===== src/rtl/list_enabled_item_ids.sv =====
// rtl/list_enabled_item_ids.sv - rotating priority compactor listing enabled item indices from a start position
// Optional output registers: define LIST_ENABLED_ITEM_ID_REG_OUT_EN.
module list_enabled_item_ids #(
    parameter int  ITEM_NUM = 8,
    localparam int W        = $clog2(ITEM_NUM)
) (
    input  logic                clk,
    input  logic                rst,
    input  logic [ITEM_NUM-1:0] seq,
    input  logic [W-1:0]        start_pos,
    output logic [W-1:0]        enabled_item_id    [0:ITEM_NUM-1],
    output logic [W:0]          enabled_item_num,
    output logic [W-1:0]        enabled_item_id_q  [0:ITEM_NUM-1],
    output logic [W:0]          enabled_item_num_q
);

    logic [ITEM_NUM-1:0] rot;
    logic [W:0]          pre [0:ITEM_NUM];

    // W-bit index arithmetic wraps modulo ITEM_NUM since ITEM_NUM is a power of two.
    always_comb begin
        for (int i = 0; i < ITEM_NUM; i++) begin
            rot[i] = seq[start_pos + W'(i)];
        end
    end

    always_comb begin
        pre[0] = '0;
        for (int i = 0; i < ITEM_NUM; i++) begin
            pre[i+1] = pre[i] + (W+1)'(rot[i]);
        end
    end

    assign enabled_item_num = pre[ITEM_NUM];

    // Each enabled rotated slot lands in the output slot given by its prefix count.
    always_comb begin
        for (int j = 0; j < ITEM_NUM; j++) begin
            enabled_item_id[j] = '0;
        end
        for (int i = 0; i < ITEM_NUM; i++) begin
            if (rot[i]) begin
                enabled_item_id[pre[i][W-1:0]] = start_pos + W'(i);
            end
        end
    end

`ifdef LIST_ENABLED_ITEM_ID_REG_OUT_EN
    always_ff @(posedge clk) begin
        if (rst) begin
            for (int j = 0; j < ITEM_NUM; j++) begin
                enabled_item_id_q[j] <= '0;
            end
            enabled_item_num_q <= '0;
        end else begin
            for (int j = 0; j < ITEM_NUM; j++) begin
                enabled_item_id_q[j] <= enabled_item_id[j];
            end
            enabled_item_num_q <= enabled_item_num;
        end
    end
`else
    logic unused_clk_rst;
    assign unused_clk_rst = &{1'b0, clk, rst};

    always_comb begin
        for (int j = 0; j < ITEM_NUM; j++) begin
            enabled_item_id_q[j] = enabled_item_id[j];
        end
        enabled_item_num_q = enabled_item_num;
    end
`endif

endmodule


===== config.mk =====
export PLATFORM = sky130hd
export DESIGN_NAME = list_enabled_item_ids
export DESIGN_NICKNAME = d
export VERILOG_FILES = /design/src/rtl/list_enabled_item_ids.sv
export SDC_FILE = /design/constraint.sdc
export NUM_CORES = 1
export LEC_CHECK = 0
export ABC_AREA = 1
export CAP_MARGIN = 25
export CORE_ASPECT_RATIO = 0.8
export CORE_MARGIN = 2
export CORE_UTILIZATION = 53
export DETAILED_ROUTE_END_ITERATION = 12
export GPL_TIMING_DRIVEN = 0
export PLACE_DENSITY = 0.85
export SLEW_MARGIN = 10
export SYNTH_ARGS = -nofsm -noshare
export SYNTH_HDL_FRONTEND = slang
export SYNTH_SLANG_ARGS = --single-unit

===== constraint.sdc =====
create_clock -name vclk -period 13.3
set_input_delay 3.325 -clock vclk [all_inputs]
set_output_delay 3.325 -clock vclk [all_outputs]
set_load 0.01 [all_outputs]

==> metrics.cfg, run 1 <==
[placed_design]
dp_hpwl_um = 7290
place_area_mm2 = 0.00352
place_congestion = 0.985
portBuffers = 67

[finish]
area_growth_pct = 28.2
diodes = 0
n_clock_buffer = 0
nFillCells = 492
design_area_mm2 = 0.00355
final_nets = 629
layout-drive-gt1-share = 0.124
seqCellArea_um2 = 0
seq_cells = 0
utilization = 0.705

[floorplanning]
io_pins = 69
die_w_um = 84.8
core_mm2 = 0.00504
initial_core_util = 0.550
dieArea_mm2 = 0.00582
dieHeight_um = 68.7
fp-row-count = 23

[critical_path]
path_common_cell = ha_1
critPathKind = in -> out
slowest_stage = fa_2
cpLargestDelayFamily = adder cells
cp_slowest_stage_delay_ns = 0.68
critPathMaxFanout = 10
crit_arrival_ns = 9.70
critical_path_buf_inv_count = 10
crit_required_ns = 9.97
start_kind = input port
setup.worst_path.end_class = output port

[yosys]
syn_area_mm2 = 0.00277
synth_top_area_frac = 0.220
synth_cell_type_count = 33
synth.area.top_cells = nand2_1 22%, nand3_1 14%, inv_1 8.8%
avgSynthCellArea_um2 = 5.25
synth_top_cells_by_count = 162 x nand2_1, 75 x nand3_1, 65 x inv_1, 42 x nor2_1, 40 x o21ai_0
synth_cells = 527
synth-seq-area-share = 0
syn_nets = 559
yosys_warnings = 0
yosysTopAreaCell = nand2_1
yosysMostFrequentCell = nand2_1

[power_and_ir_drop]
cellLeakagePower_nw = 1.85
irDropWorstVdd_v = 0.000239
power.density_mw_per_mm2 = 290
p_total_mw = 1.03

[timing]
hold_viol = 0
setup_tns_ns = 0
tightest_slew_ns = 0.611
final.min_clock_period_ns = 13.03
rsz0062_at_grt = false
period_share = 0.979
slew_viol_final = 0
fmax_mhz = 76.8
setup_viol = 0
relSlewSlack = 0.593

[global_route]
overflow = 0
grt_max_degree = 13
grt_antenna_before_repair = 0
grt_usage = 0.311
grt_pass1_wl_um = 14600
grt_pass1_vias = 3152

[drt]
routed_wl_um = 9210
wl_per_cell_um = 14.0
drc = 0
vias = 3674
first_pass_iters = 5
drt_iter0_markers = 338
avgViaCountPerCell = 5.59
antenna_left = 0

[min_path]
hold_class = in -> out

[clock_network]
cts_hold_buf = 0

[job]
max-cap-violations = 0

[run_status]
status = complete, no violations

==> final cells by class <==
| class | count | area [um^2] | share of cell area |
|---|---|---|---|
| Buffer | 43 | 324 | 0.0913 |
| Inverter | 67 | 255 | 0.0719 |
| Multi-Input combinational cell | 416 | 2200 | 0.621 |
| Tap cell | 62 | 77.6 | 0.0219 |
| Timing Repair Buffer | 69 | 688 | 0.194 |
==> final timing paths <==
| path | from | cells past startpoint | to |
|---|---|---|---|
| hold / removal | start_pos[0] | 5 | enabled_item_id[12] |
| setup / recovery | start_pos[1] | 26 | enabled_item_id_q[19] |
==> routing by layer <==
layer | global-route usage | share of wire
met5 | 0 | 0
met4 | 0.0893 | 0.026
met3 | 0.0405 | 0.11
met2 | 0.554 | 0.45
met1 | 0.401 | 0.42
==> through the flow <==
step / std cells / hold slack [ns] / setup WS, ns
global placement: 656 / 8.11 / -0.307
CTS: 655 / 8.09 / 0.0652
finish: 657 / 7.71 / 0.273
global route: 657 / 7.79 / 0.00956
floorplan: 527 / 6.86 / 1.71
detailed placement: 656 / 8.08 / -0.388
==> cells by family after synthesis <==
| family | share of synthesized area |
|---|---|
| buf+inv | 0.207 |
| simple gates | 0.515 |
| compound gates | 0.133 |
| xor+xnor | 0.0529 |
| fa+ha+maj | 0.0913 |
==> worst min-delay path, delay by kind of cell <==
family                 cells  cell delay (ns)
AO/OA/AOI/OAI              1             0.08
buffers and inverters      3             0.91
AND/OR/NAND/NOR            1             0.08
==> what timing repair did <==
item                                    in CTS  in global routing
gates cloned                                 0                  0
pin swaps                                    0                  1
setup buffers                                0                  2
endpoints found under the setup margin      50                 48
resized for setup                            2                  7
==> power breakdown <==
part	leakage [nW]	switching (mW)	internal, mW
Combinational	1.85	0.511	0.519
Clock	0	0	0
Sequential	0	0	0
Total	1.85	0.511	0.519
==> layout by cell type, fill, tap and decap left out, types with 4 or more instances in the layout <==
master	count
xor2_1	4
nand4_1	14
nand3_2	9
o21ai_0	40
xnor2_1	4
nand2_2	7
buf_6	5
buf_4	33
nand3_1	74
inv_1	64
nor2_1	42
clkdlybuf4s50_1	66
nand2_1	162
ha_1	16
buf_2	4
o211ai_1	5
a21oi_1	12
Power figures use the tool's default switching activity.
==> run 2: changes to the inputs <==
CORE_ASPECT_RATIO = 0.6   (was 0.8)
SKIP_LAST_GASP = 1   (was unset)
==> run 2 against run 1 <==
  * Flip-flop and latch count stayed put
  * Total power grew 2.2%
  * Die area rose by 0.26%
  * Maximum frequency is 0.51% higher
  * Critical endpoint is now enabled_item_id_q[6]
==> metrics.cfg, run 2 (synthesis gave the netlist of run 1 again) <==
[global_route]
gr-usage-met3 = 0.0971  ; +0.0566
grt_pass1_vias = 3164  ; +0.38%
grt_util_met1 = 0.473  ; +0.0721
grt_pass1_wl_um = 15400  ; +6.0%
grt_max_degree = 13  ; unchanged
grt_antenna_before_repair = 0  ; unchanged
use_met2 = 0.518  ; -0.0363
grt_usage = 0.331  ; +0.0195
grt.busiest_layer = met2
overflow = 0  ; unchanged

[placed_design]
place_ws_ns = -0.766  ; -0.378 ns
portBuffers = 67  ; unchanged
dp_hpwl_um = 7780  ; +6.8%
place_congestion = 0.969  ; -1.6%

[timing]
final.setup.worst_slack_ns = 0.339  ; +0.0655 ns
period_share = 0.975  ; -0.00493
hold_viol = 0  ; unchanged
tightest_slew_ns = 0.607  ; -0.00379 ns
slew_viol_final = 0  ; unchanged
final.min_clock_period_ns = 12.96  ; -0.0655 ns
setup_tns_ns = 0  ; unchanged
fmax_mhz = 77.2  ; +0.51%
rsz0062_at_grt = false
setup_viol = 0  ; unchanged
worst_hold_slack_ns = 7.84  ; +0.131 ns
relSlewSlack = 0.595  ; +0.00253

[finish]
layout-drive-gt1-share = 0.129  ; +0.00439
utilization = 0.706  ; +0.00159
final_cell_mix = 162 x nand2_1, 75 x nand3_1, 66 x clkdlybuf4s50_1, 64 x inv_1, 41 x nor2_1
layout_commonest_cell = nand2_1
final_nets = 632  ; +0.48%
diodes = 0  ; unchanged
area_growth_pct = 29.0
n_clock_buffer = 0  ; unchanged
seq_cells = 0  ; unchanged
nFillCells = 476  ; -3.3%
seqCellArea_um2 = 0  ; unchanged

[floorplanning]
io_pins = 69  ; unchanged
fp-row-count = 20  ; -13%
core_mm2 = 0.00505  ; +0.37%
die_w_um = 97.3  ; +15%
dieHeight_um = 60.0  ; -13%
initial_core_util = 0.548  ; -0.00204
dieArea_mm2 = 0.00584  ; +0.26%

[power_and_ir_drop]
irDropWorstVdd_v = 0.000338  ; +42%
power.density_mw_per_mm2 = 295  ; +1.6%
pwr-share-comb = 1.000  ; about the same
switching_share = 0.500  ; +0.00364
internal_power_mw = 0.526  ; +1.5%
switchingPower_mw = 0.526  ; +3.0%
cellLeakagePower_nw = 1.86  ; +0.25%
p_seq_frac = 0  ; unchanged
pwr-share-clk = 0  ; unchanged
p_total_mw = 1.05  ; +2.2%

[critical_path]
crit_required_ns = 9.97  ; about the same
critPathMaxFanout = 10  ; unchanged
start_kind = input port
setup.worst_path.end_class = output port
cp_slowest_stage_delay_ns = 0.61  ; -0.07 ns
slowest_stage = fa_2
critPathKind = in -> out
path_common_cell = ha_1
crit_arrival_ns = 9.64  ; -0.06 ns

[drt]
drt_iter0_markers = 275  ; -19%
wl_per_cell_um = 15.1  ; +7.4%
routed_wl_um = 10000  ; +8.6%
first_pass_iters = 5  ; unchanged
drc = 0  ; unchanged
antenna_left = 0  ; unchanged
avgViaCountPerCell = 5.53  ; -1.2%
vias = 3670  ; -0.11%

[min_path]
whs_path_depth = 5  ; unchanged
hold_class = in -> out
hold_path_end = enabled_item_id[18]
hp-start = start_pos[0]

[job]
max-cap-violations = 0  ; unchanged

[run_status]
status = complete, no violations

[clock_network]
cts_hold_buf = 0  ; unchanged

run 2: how the worst max path moves through the flow:
stage               slack [ns]  cells after the start               endpoint    startpoint
floorplan                 1.71                     24  enabled_item_id_q[21]  start_pos[0]
global placement         -0.70                     26  enabled_item_id_q[21]  start_pos[0]
detailed placement       -0.77                     26  enabled_item_id_q[21]  start_pos[0]
CTS                      0.007                     26  enabled_item_id_q[21]  start_pos[1]
global route              0.03                     26  enabled_item_id_q[21]  start_pos[1]
finish                    0.34                     25   enabled_item_id_q[6]  start_pos[1]
run 2: critical path: cells and delay by family:
family | cells | cell delay (ns)
compound gates | 2 | 0.28
buf+inv | 9 | 2.09
xor+xnor | 1 | 0.17
fa+ha+maj | 7 | 2.69
simple gates | 6 | 1.08
run 2: final cells by class:
class                           instances  area, um^2  share of cell area
Tap cell                               66        82.6              0.0231
Multi-Input combinational cell        416        2200               0.617
Buffer                                 43         324              0.0908
Timing Repair Buffer                   72         707               0.198
Inverter                               67         255              0.0715
run 2: power by group through the flow:
stage                     Sequential, mW  Combinational [mW]  Clock, mW
after detailed placement               0                1.02          0
final                                  0                1.05          0
after global placement                 0                1.00          0
after floorplan                        0               0.606          0
after CTS                              0                1.03          0
after global routing                   0                1.15          0
run 2: routing by layer:
layer  vias up  wire length (um)
li1       1826                 -
met1      1616              4540
met2       224              4060
met3         4              1380
met4         0                17
met5         -                 0
run 2: timing repair:
item                       in CTS  in global routing
pin swaps                       0                  2
buffers inserted                0                  5
gates resized for setup         4                  5
setup endpoints to repair      53                 40
run 2: stage by stage:
step / instance area (um^2) / std cells
final: 3570 / 664
after global routing: 3570 / 664
after CTS: 3520 / 659
after detailed placement: 3520 / 660
after global placement: 3520 / 660
after floorplan: 2770 / 527
